===== src/rtl/wm_pkg.sv =====
// Shared definitions for the washing-machine sequencer and its phase timer.
// The state encoding is consumed directly by the timer, so it must not change.
package wm_pkg;

  typedef enum logic [2:0] {
    START      = 3'd0,
    READY      = 3'd1,
    FILL_WATER = 3'd2,
    HEAT_WATER = 3'd3,
    WASH       = 3'd4,
    RINSE      = 3'd5,
    SPIN       = 3'd6,
    DONE       = 3'd7
  } state_e;

  // Door-locked range: abort and door-open are honoured only inside it
  localparam state_e FIRST_ACTIVE = READY;
  localparam state_e LAST_ACTIVE  = SPIN;

  // Timed range: phases waiting on a timer flag, supervised by the watchdog
  localparam state_e FIRST_TIMED  = FILL_WATER;
  localparam state_e LAST_TIMED   = SPIN;

  function automatic logic is_active(input state_e s);
    return (s >= FIRST_ACTIVE) && (s <= LAST_ACTIVE);
  endfunction

  function automatic logic is_timed(input state_e s);
    return (s >= FIRST_TIMED) && (s <= LAST_TIMED);
  endfunction

endpackage


===== src/rtl/wm_sequencer_if.sv =====
// Bundle of user requests, timer flags and actuator enables around the sequencer.
// The master side is the sequencer; the slave side is the timer/panel/actuators.
interface wm_sequencer_if;
  import wm_pkg::*;

  logic   start_req;
  logic   abort_req;
  logic   door_closed;
  logic   sig_Full;
  logic   sig_Temperature;
  logic   sig_Wash_Completed;
  logic   sig_Rinse_Completed;
  logic   sig_Spin_Completed;
  state_e state;
  logic   water_valve;
  logic   heater;
  logic   motor_wash;
  logic   motor_spin;
  logic   drain_valve;
  logic   door_lock;
  logic   done;
  logic   fault;

  modport master (
    input  start_req, abort_req, door_closed,
    input  sig_Full, sig_Temperature, sig_Wash_Completed,
    input  sig_Rinse_Completed, sig_Spin_Completed,
    output state, water_valve, heater, motor_wash, motor_spin,
    output drain_valve, door_lock, done, fault
  );

  modport slave (
    output start_req, abort_req, door_closed,
    output sig_Full, sig_Temperature, sig_Wash_Completed,
    output sig_Rinse_Completed, sig_Spin_Completed,
    input  state, water_valve, heater, motor_wash, motor_spin,
    input  drain_valve, door_lock, done, fault
  );

endinterface


===== src/rtl/wm_watchdog.sv =====
// Per-phase cycle counter. Cleared on every phase change or when idle,
// saturates instead of wrapping, and flags the last allowed cycle of a phase.
// WDOG_WIDTH must be wide enough that TIMEOUT_CYCLES-1 is representable.
module wm_watchdog #(
  parameter int TIMEOUT_CYCLES = 16,
  parameter int WDOG_WIDTH     = 5
) (
  input  logic clock,
  input  logic reset,
  input  logic clear,
  input  logic enable,
  output logic expired
);

  logic [WDOG_WIDTH-1:0] count_q;
  logic [WDOG_WIDTH-1:0] count_d;

  // Next count: zero when cleared or idle, otherwise step up and hold at all-ones
  always_comb begin
    count_d = count_q;
    if (clear || !enable) begin
      count_d = '0;
    end else if (count_q != '1) begin
      count_d = count_q + WDOG_WIDTH'(1);
    end
  end

  // Count register
  always_ff @(posedge clock) begin
    if (reset) begin
      count_q <= '0;
    end else begin
      count_q <= count_d;
    end
  end

  assign expired = enable && (count_q == WDOG_WIDTH'(TIMEOUT_CYCLES - 1));

endmodule


===== src/rtl/wm_sequencer.sv =====
// Master sequencing FSM of the washing-machine controller. Moore machine:
// actuator enables decode from the registered state only.
module wm_sequencer
  import wm_pkg::*;
#(
  parameter int TIMEOUT_CYCLES = 16,
  parameter int WDOG_WIDTH     = 5
) (
  input logic            clock,
  input logic            reset,
  wm_sequencer_if.master bus
);

  state_e state_q;
  state_e state_d;
  logic   fault_q;
  logic   fault_d;
  logic   phase_flag;
  logic   wdog_expired;
  logic   wdog_clear;
  logic   wdog_enable;

  assign wdog_clear  = (state_d != state_q);
  assign wdog_enable = is_timed(state_q);

  wm_watchdog #(
    .TIMEOUT_CYCLES (TIMEOUT_CYCLES),
    .WDOG_WIDTH     (WDOG_WIDTH)
  ) u_watchdog (
    .clock   (clock),
    .reset   (reset),
    .clear   (wdog_clear),
    .enable  (wdog_enable),
    .expired (wdog_expired)
  );

  // Pick the completion flag of the current phase only; stale flags are ignored
  always_comb begin
    phase_flag = 1'b0;
    case (state_q)
      FILL_WATER: phase_flag = bus.sig_Full;
      HEAT_WATER: phase_flag = bus.sig_Temperature;
      WASH:       phase_flag = bus.sig_Wash_Completed;
      RINSE:      phase_flag = bus.sig_Rinse_Completed;
      SPIN:       phase_flag = bus.sig_Spin_Completed;
      default:    phase_flag = 1'b0;
    endcase
  end

  // Next state and fault: abort/door first, then watchdog, then phase progression
  always_comb begin
    state_d = state_q;
    fault_d = fault_q;
    if (is_active(state_q) && (bus.abort_req || !bus.door_closed)) begin
      state_d = START;
      if (!bus.door_closed) begin
        fault_d = 1'b1;
      end
    end else if (wdog_expired && !phase_flag) begin
      state_d = START;
      fault_d = 1'b1;
    end else begin
      case (state_q)
        START: begin
          if (bus.start_req && bus.door_closed) begin
            state_d = READY;
            fault_d = 1'b0;
          end
        end
        READY:      state_d = FILL_WATER;
        FILL_WATER: if (phase_flag) state_d = HEAT_WATER;
        HEAT_WATER: if (phase_flag) state_d = WASH;
        WASH:       if (phase_flag) state_d = RINSE;
        RINSE:      if (phase_flag) state_d = SPIN;
        SPIN:       if (phase_flag) state_d = DONE;
        DONE:       if (!bus.start_req) state_d = START;
        default:    state_d = START;
      endcase
    end
  end

  // State and sticky fault registers
  always_ff @(posedge clock) begin
    if (reset) begin
      state_q <= START;
      fault_q <= 1'b0;
    end else begin
      state_q <= state_d;
      fault_q <= fault_d;
    end
  end

  assign bus.state       = state_q;
  assign bus.water_valve = (state_q == FILL_WATER) || (state_q == RINSE);
  assign bus.heater      = (state_q == HEAT_WATER);
  assign bus.motor_wash  = (state_q == WASH) || (state_q == RINSE);
  assign bus.motor_spin  = (state_q == SPIN);
  assign bus.drain_valve = (state_q == SPIN);
  assign bus.door_lock   = is_active(state_q);
  assign bus.done        = (state_q == DONE);
  assign bus.fault       = fault_q;

endmodule


===== src/flat_wrapper.sv =====
// flat-port wrapper written by rule: the top's interface ports become plain ports
module wm_sequencer_flat import wm_pkg::*;
#(
  parameter int TIMEOUT_CYCLES = 16,
  parameter int WDOG_WIDTH     = 5
)
  (clock, reset, bus_start_req, bus_abort_req, bus_door_closed, bus_sig_Full, bus_sig_Temperature, bus_sig_Wash_Completed, bus_sig_Rinse_Completed, bus_sig_Spin_Completed, bus_state, bus_water_valve, bus_heater, bus_motor_wash, bus_motor_spin, bus_drain_valve, bus_door_lock, bus_done, bus_fault);
  wm_sequencer_if bus_i ();
  input logic clock;
  input logic reset;
  input wire logic [$bits(bus_i.start_req)-1:0] bus_start_req;
  input wire logic [$bits(bus_i.abort_req)-1:0] bus_abort_req;
  input wire logic [$bits(bus_i.door_closed)-1:0] bus_door_closed;
  input wire logic [$bits(bus_i.sig_Full)-1:0] bus_sig_Full;
  input wire logic [$bits(bus_i.sig_Temperature)-1:0] bus_sig_Temperature;
  input wire logic [$bits(bus_i.sig_Wash_Completed)-1:0] bus_sig_Wash_Completed;
  input wire logic [$bits(bus_i.sig_Rinse_Completed)-1:0] bus_sig_Rinse_Completed;
  input wire logic [$bits(bus_i.sig_Spin_Completed)-1:0] bus_sig_Spin_Completed;
  output wire logic [$bits(bus_i.state)-1:0] bus_state;
  output wire logic [$bits(bus_i.water_valve)-1:0] bus_water_valve;
  output wire logic [$bits(bus_i.heater)-1:0] bus_heater;
  output wire logic [$bits(bus_i.motor_wash)-1:0] bus_motor_wash;
  output wire logic [$bits(bus_i.motor_spin)-1:0] bus_motor_spin;
  output wire logic [$bits(bus_i.drain_valve)-1:0] bus_drain_valve;
  output wire logic [$bits(bus_i.door_lock)-1:0] bus_door_lock;
  output wire logic [$bits(bus_i.done)-1:0] bus_done;
  output wire logic [$bits(bus_i.fault)-1:0] bus_fault;
  assign bus_i.start_req = bus_start_req;
  assign bus_i.abort_req = bus_abort_req;
  assign bus_i.door_closed = bus_door_closed;
  assign bus_i.sig_Full = bus_sig_Full;
  assign bus_i.sig_Temperature = bus_sig_Temperature;
  assign bus_i.sig_Wash_Completed = bus_sig_Wash_Completed;
  assign bus_i.sig_Rinse_Completed = bus_sig_Rinse_Completed;
  assign bus_i.sig_Spin_Completed = bus_sig_Spin_Completed;
  assign bus_state = bus_i.state;
  assign bus_water_valve = bus_i.water_valve;
  assign bus_heater = bus_i.heater;
  assign bus_motor_wash = bus_i.motor_wash;
  assign bus_motor_spin = bus_i.motor_spin;
  assign bus_drain_valve = bus_i.drain_valve;
  assign bus_door_lock = bus_i.door_lock;
  assign bus_done = bus_i.done;
  assign bus_fault = bus_i.fault;
  wm_sequencer #(.TIMEOUT_CYCLES(TIMEOUT_CYCLES), .WDOG_WIDTH(WDOG_WIDTH)) u_core (.clock(clock), .reset(reset), .bus(bus_i));
endmodule

===== config.mk =====
export PLATFORM = sky130hd
export DESIGN_NAME = wm_sequencer_flat
export DESIGN_NICKNAME = d
export VERILOG_FILES = /design/src/rtl/wm_pkg.sv /design/src/rtl/wm_sequencer_if.sv /design/src/rtl/wm_watchdog.sv /design/src/rtl/wm_sequencer.sv /design/src/flat_wrapper.sv
export SDC_FILE = /design/constraint.sdc
export NUM_CORES = 1
export LEC_CHECK = 0
export CAP_MARGIN = 10
export CELL_PAD_IN_SITES_DETAIL_PLACEMENT = 2
export CELL_PAD_IN_SITES_GLOBAL_PLACEMENT = 2
export CORE_ASPECT_RATIO = 0.8
export CORE_UTILIZATION = 31
export DETAILED_ROUTE_END_ITERATION = 8
export DONT_BUFFER_PORTS = 1
export GPL_ROUTABILITY_DRIVEN = 0
export PLACE_DENSITY_LB_ADDON = 0.1
export SYNTH_ARGS = -nofsm -noshare
export SYNTH_HDL_FRONTEND = slang
export SYNTH_SLANG_ARGS = --single-unit

===== constraint.sdc =====
create_clock -name clock -period 1.66 [get_ports clock]
set_input_delay 0 -clock clock [delete_from_list [all_inputs] [get_ports clock]]
set_output_delay 0 -clock clock [all_outputs]
set_load 0.01 [all_outputs]

Yosys cells after proc, flatten, opt, wreduce, memory -nomap -nowiden --
Index checks and enable logic that the tools add are counted.
Word-level totals: logic and storage cells 52, output and inout port bits 11, bits in registers 9
Cells by class: magnitude comparators 3, $add $sub $neg 1, multiplexer cells 16, equality and inequality tests 11, reduce and logical (&&, ||, !) cells 18
Operators by type and width (number):
- two-way mux 3 bit | 9
- case mux 3 bit (8 select lines) | 1
- == test 3 bit (second input constant) | 4
- == test 3 x 2 -> 1 bit (second input constant) | 2
- logical AND 1 bit | 6
- nonzero test 3 bit | 2
- adder 5 x 1 -> 5 bit (second input constant) | 1
- == test 5 x 4 -> 1 bit (second input constant) | 1
- two-way mux 1 bit | 5
- inequality test 5 bit (second input constant) | 1
- case mux 1 bit (5 select lines) | 1
- logical OR 1 bit | 4
- == test 3 x 1 -> 1 bit (second input constant) | 1
- greater-or-equal comparator 3 x 1 -> 1 bit (second input constant) | 1
- greater-or-equal comparator 3 x 2 -> 1 bit (second input constant) | 1
- less-or-equal comparator 3 bit (second input constant) | 1
- zero test 1 bit | 3
- zero test 3 bit | 1
- inequality test 3 bit | 1
- AND reduction 3 bit | 1
- inequality test 2 bit (second input constant) | 1
- OR reduction 2 bit | 1

Longest topological paths before layout --
depth after elaboration 9, gate-level depth with buffers 8, gate-level depth less buffers 8

Cells and area by module --
Synthesis repeated with hierarchy kept, for this count alone.
Second synthesis, totals: cell total of the unflattened synthesis 101, area total of the unflattened synthesis 753.2 µm²
By module, submodules not included:
- wm_sequencer | area an instance 513.0 µm², seq. area each 80.1 µm², cells an instance 75, times used 1
- wm_watchdog | area an instance 240.2 µm², seq. area each 100.1 µm², cells an instance 26, times used 1

Least setup slack after synthesis --
Ideal clock, no wire load.
path kind flip-flop to flip-flop, from register u_core.u_watchdog.count_q[0], to register u_core.u_watchdog.count_q[0], data arrival time 1.618 ns, stages on the path, launching flop included 9, clock period less this slack 1.736 ns, path slack -0.076 ns, cells stage by stage dfxtp_1 -> ha_1 -> and3_1 -> ha_1 -> o2111ai_2 -> o21ai_4 -> or3_1 -> nand3_2 -> nor3_1
Between the ends: word-level cells in the longest chain between the ends 8, elaborated cells on any way between the ends 10
Ends and longest elaborated chain:
- start: declaration | line wm_watchdog.sv:15 | logic [WDOG_WIDTH-1:0] count_q;
- start signal: assignment | line wm_watchdog.sv:33 | count_q <= count_d;
- == test 5 x 4 -> 1 bit | line wm_watchdog.sv:37 | assign expired = enable && (count_q == WDOG_WIDTH'(TIMEOUT_CYCLES - 1));
- logical AND 1 bit | line wm_watchdog.sv:37
- logical AND 1 bit | line wm_sequencer.sv:59 | end else if (wdog_expired && !phase_flag) begin
- two-way mux 3 bit | line wm_sequencer.sv:59
- two-way mux 3 bit | line wm_sequencer.sv:54 | if (is_active(state_q) && (bus.abort_req || !bus.door_closed)) begin
- inequality test 3 bit | line wm_sequencer.sv:23 | assign wdog_clear = (state_d != state_q);
- logical OR 1 bit | line wm_watchdog.sv:21 | if (clear || !enable) begin
- OR reduction 2 bit (no source line)
Parallel ways exist; a longest one is shown, timed or not. A chain may end at the register's enable or synchronous reset.

Final worst setup path --
from register u_core.u_watchdog.count_q[1], to register u_core.u_watchdog.count_q[1]
The elaborated chain is that of the path after synthesis.

==> flow_metrics.tcl <==
set metrics [dict create \
    port_buffers 0 \
    grt.total_usage_pct 26.5 \
    drv_cap 0 \
    grt_pass1_wl_um 4950 \
    numClockSinks 9 \
    core_area_mm2 0.00223 \
    first_pass_iters 6 \
    start_util_pct 34.2 \
    drc 2 \
    instances_no_fill 152 \
    worstPathRequired_ps 1860 \
    finalInstanceArea_mm2 0.00119 \
    multi_input_area_um2 657 \
    synth_seq_cells 9 \
    clock.fmax_ghz 0.550 \
    grt_remaining_overflow 0 \
    wl_per_cell_um 20.8 \
    fin_util_pct 53.3 \
    netlist_area_um2 763 \
    post_synth.cell_area_avg_um2 8.12 \
    setup_slack_ps -159 \
    path_clk_slew_ps 70 \
    seq_area_frac_synth_pct 23.6 \
    register_area_um2 194 \
    crit_path_end_kind "flop" \
    start_kind "flop" \
    finalMaxSlewViolations 0 \
    fin_crit_sh_pct 110 \
    syn-instance-count 94 \
    ir_worst_vdd_mv 0.356 \
    p_leak_nw 0.472 \
    cts_made_buffers 3 \
    cts_tree "done" \
    areaGrowthSynthToFinish_pct 56.1 \
    n_fill_cell 244 \
    dp_cells 137 \
    grt_pass1_vias 933 \
    setup_violations 6 \
    power_density_mw_per_mm2 423 \
    vias_per_cell 5.55 \
    yosysWarnings 0 \
    cts_buffer_depth 2 \
    whs_path_depth 3 \
    arrival_ps 2020 \
    num_antenna_cells 0 \
    fp.dieArea_mm2 0.00267 \
    rr_worst_depth 8 \
    placed_cell_area_um2 932 \
    clk_latency_ps 270 \
    rsz0062_at_grt "yes" \
    violations "design-rule violations, negative setup slack" \
    antenna_left 0 \
    post-dp-hpwl_um 1950 \
    crit_path_max_fanout 5 \
    vias 843 \
    rr_endpoint "u_core.u_watchdog.count_q[1]$_SDFFE_PP0P_" \
    row_count 15 \
    r2r_slack_ps -160 \
    htree_levels 1 \
    routed_wl_um 3170 \
    hp-class "in -> reg" \
    drive_above_1_share_pct 54.3 \
    antenna_found_initial 0 \
    final_nets 141 \
    finalSetupTns_ps -762 \
    min-delay-start "bus_start_req" \
    die_w_um 57.5 \
    max-slew-margin-rel_pct 76.8 \
    yosysUniqueCellTypes 38 \
    worstSetupPathType "reg -> reg" \
    grt_max_degree 12 \
    chipHeight_um 46.4 \
    fin_crit_ps 1820 \
    whs_endpoint "u_core.bus.state[2]$_SDFF_PP0_" \
    finClkSkew_ps 0.638 \
    run_status "complete, but fails checks" \
    r2r_start "u_core.u_watchdog.count_q[1]$_SDFFE_PP0P_" \
    synth_nets 107 \
    hold_viol 0 \
    io_pins 21 \
    worst_pin_slew_ps 344 \
    drt_iter0_markers 30 \
    cts_root_buffer "clkbuf_4" \
]
-- registers in the layout, indices dropped and copies added, names as in the netlist --
name                       cells
u_core.bus.fault               1
u_core.bus.state               3
u_core.u_watchdog.count_q      5
-- layout by cell type (no fill, tap or decap), types with 2 or more instances in the layout --
cell type / n
a21boi_0: 2
a21oi_1: 2
a22oi_1: 2
and2_1: 3
buf_4: 30
clkbuf_4: 3
dfxtp_1: 4
dfxtp_2: 2
dfxtp_4: 3
dlygate4sd3_1: 3
ha_4: 3
inv_1: 4
nand2_1: 4
nand2_2: 5
nand2b_1: 3
nand3_4: 2
nor2_1: 4
nor2b_1: 3
nor3_1: 3
nor3_2: 4
o211ai_1: 2
o21ai_0: 7
o21ai_1: 2
o21ai_2: 2
or3_4: 2
xnor2_1: 2
-- timing repair --
item	4_1_cts	5_1_grt
hold endpoints to repair	4	0
cloned	1	0
setup buffers	5	2
hold buffers	3	0
pin swaps	9	9
resized for setup	25	8
setup endpoints to repair	6	8
-- worst max path at each step --
stage	end	depth (start not counted)	slack, ps	from
after global routing	u_core.u_watchdog.count_q[1]$_SDFFE_PP0P_	8	-240	u_core.u_watchdog.count_q[1]$_SDFFE_PP0P_
after floorplan	u_core.u_watchdog.count_q[0]$_SDFFE_PP0P_	7	-30	u_core.bus.state[1]$_SDFF_PP0_
after CTS	u_core.u_watchdog.count_q[3]$_SDFFE_PP0P_	7	-80	u_core.bus.state[2]$_SDFF_PP0_
after detailed placement	u_core.u_watchdog.count_q[3]$_SDFFE_PP0P_	8	-210	u_core.u_watchdog.count_q[0]$_SDFFE_PP0P_
after global placement	u_core.u_watchdog.count_q[2]$_SDFFE_PP0P_	8	-130	u_core.u_watchdog.count_q[0]$_SDFFE_PP0P_
final	u_core.u_watchdog.count_q[1]$_SDFFE_PP0P_	8	-160	u_core.u_watchdog.count_q[1]$_SDFFE_PP0P_
-- where the power goes --
| part | switching, mW | total (mW) | internal, mW |
|---|---|---|---|
| clock | 0.0909 | 0.180 | 0.0893 |
| combinational | 0.0538 | 0.104 | 0.0506 |
| sequential | 0.00534 | 0.219 | 0.214 |
-- cell type report --
class / count / area share, %
multi-input combinational: 76 / 55.1
timing repair buffer: 34 / 22.4
sequential: 9 / 16.3
tap: 25 / 2.63
clock buffer: 3 / 1.89
inverter: 4 / 1.26
clock inverter: 1 / 0.420
-- per-layer routing --
metal,vias up,track usage (%),routed length (µm)
met5,-,0,0
met2,30,40.2,1370
met4,0,6.83,65
li1,408,-,-
met1,397,36.3,1520
met3,8,8.43,207
-- critical path, stage by stage, from the launching register on --
cell and delay (ps):
dfxtp_2 370, ha_4 140, and3_4 190, ha_4 140, o2111ai_4 140, o21ai_4 280, o211ai_1 140, o21a_2 180
nor3_2 170
-- cells in the mapped netlist --
cell type,n,area [µm²]
a21boi_0,2,15.0
nand3_1,1,5.00
nand2_1,9,33.8
o2111ai_2,1,15.0
mux2_2,1,11.3
and2_1,3,18.8
nor2_1,4,15.0
dfxtp_1,9,180
o21ai_1,1,5.00
o22ai_1,1,6.26
nor3_1,7,35.0
mux2_4,1,15.0
a211o_1,1,8.76
ha_1,3,37.5
o21ba_2,1,10.0
nand4b_1,1,8.76
or3_1,1,6.26
nand2b_1,3,18.8
xnor2_1,3,26.3
buf_4,2,15.0
nor2b_1,3,18.8
o21ai_0,9,45.0
nand3b_1,1,7.51
o21a_1,2,15.0
nand3_2,2,20.0
o21ai_4,1,16.3
a22oi_1,2,15.0
nor3b_1,1,7.51
inv_1,4,15.0
or3_4,1,11.3
and3_1,1,6.26
o2bb2ai_2,1,15.0
or3b_1,1,8.76
buf_2,2,10.0
o211ai_1,2,15.0
nor4b_1,2,17.5
buf_6,2,22.5
a21oi_1,2,10.0
-- through the flow --
step | setup WS (ps) | hold slack [ps] | power (mW)
after global routing | -236 | 112 | 0.530
after global placement | -127 | 74.4 | 0.299
after CTS | -77.8 | 88.9 | 0.503
after floorplan | -27.0 | 71.8 | 0.276
after detailed placement | -215 | 78.7 | 0.302
final | -159 | 82.4 | 0.504
-- kinds of logic after synthesis --
kind of cell             after synthesis  share of synthesized area (%)
AND/OR/NAND/NOR                       41                           31.3
AO/OA/AOI/OAI                         26                           25.1
buffers and inverters                 10                           8.20
flip-flops                             9                           23.6
XOR/XNOR                               3                           3.44
adder cells (fa/ha/maj)                3                           4.92
multiplexers                           2                           3.44
No activity file was read; power rests on OpenSTA's default activity.
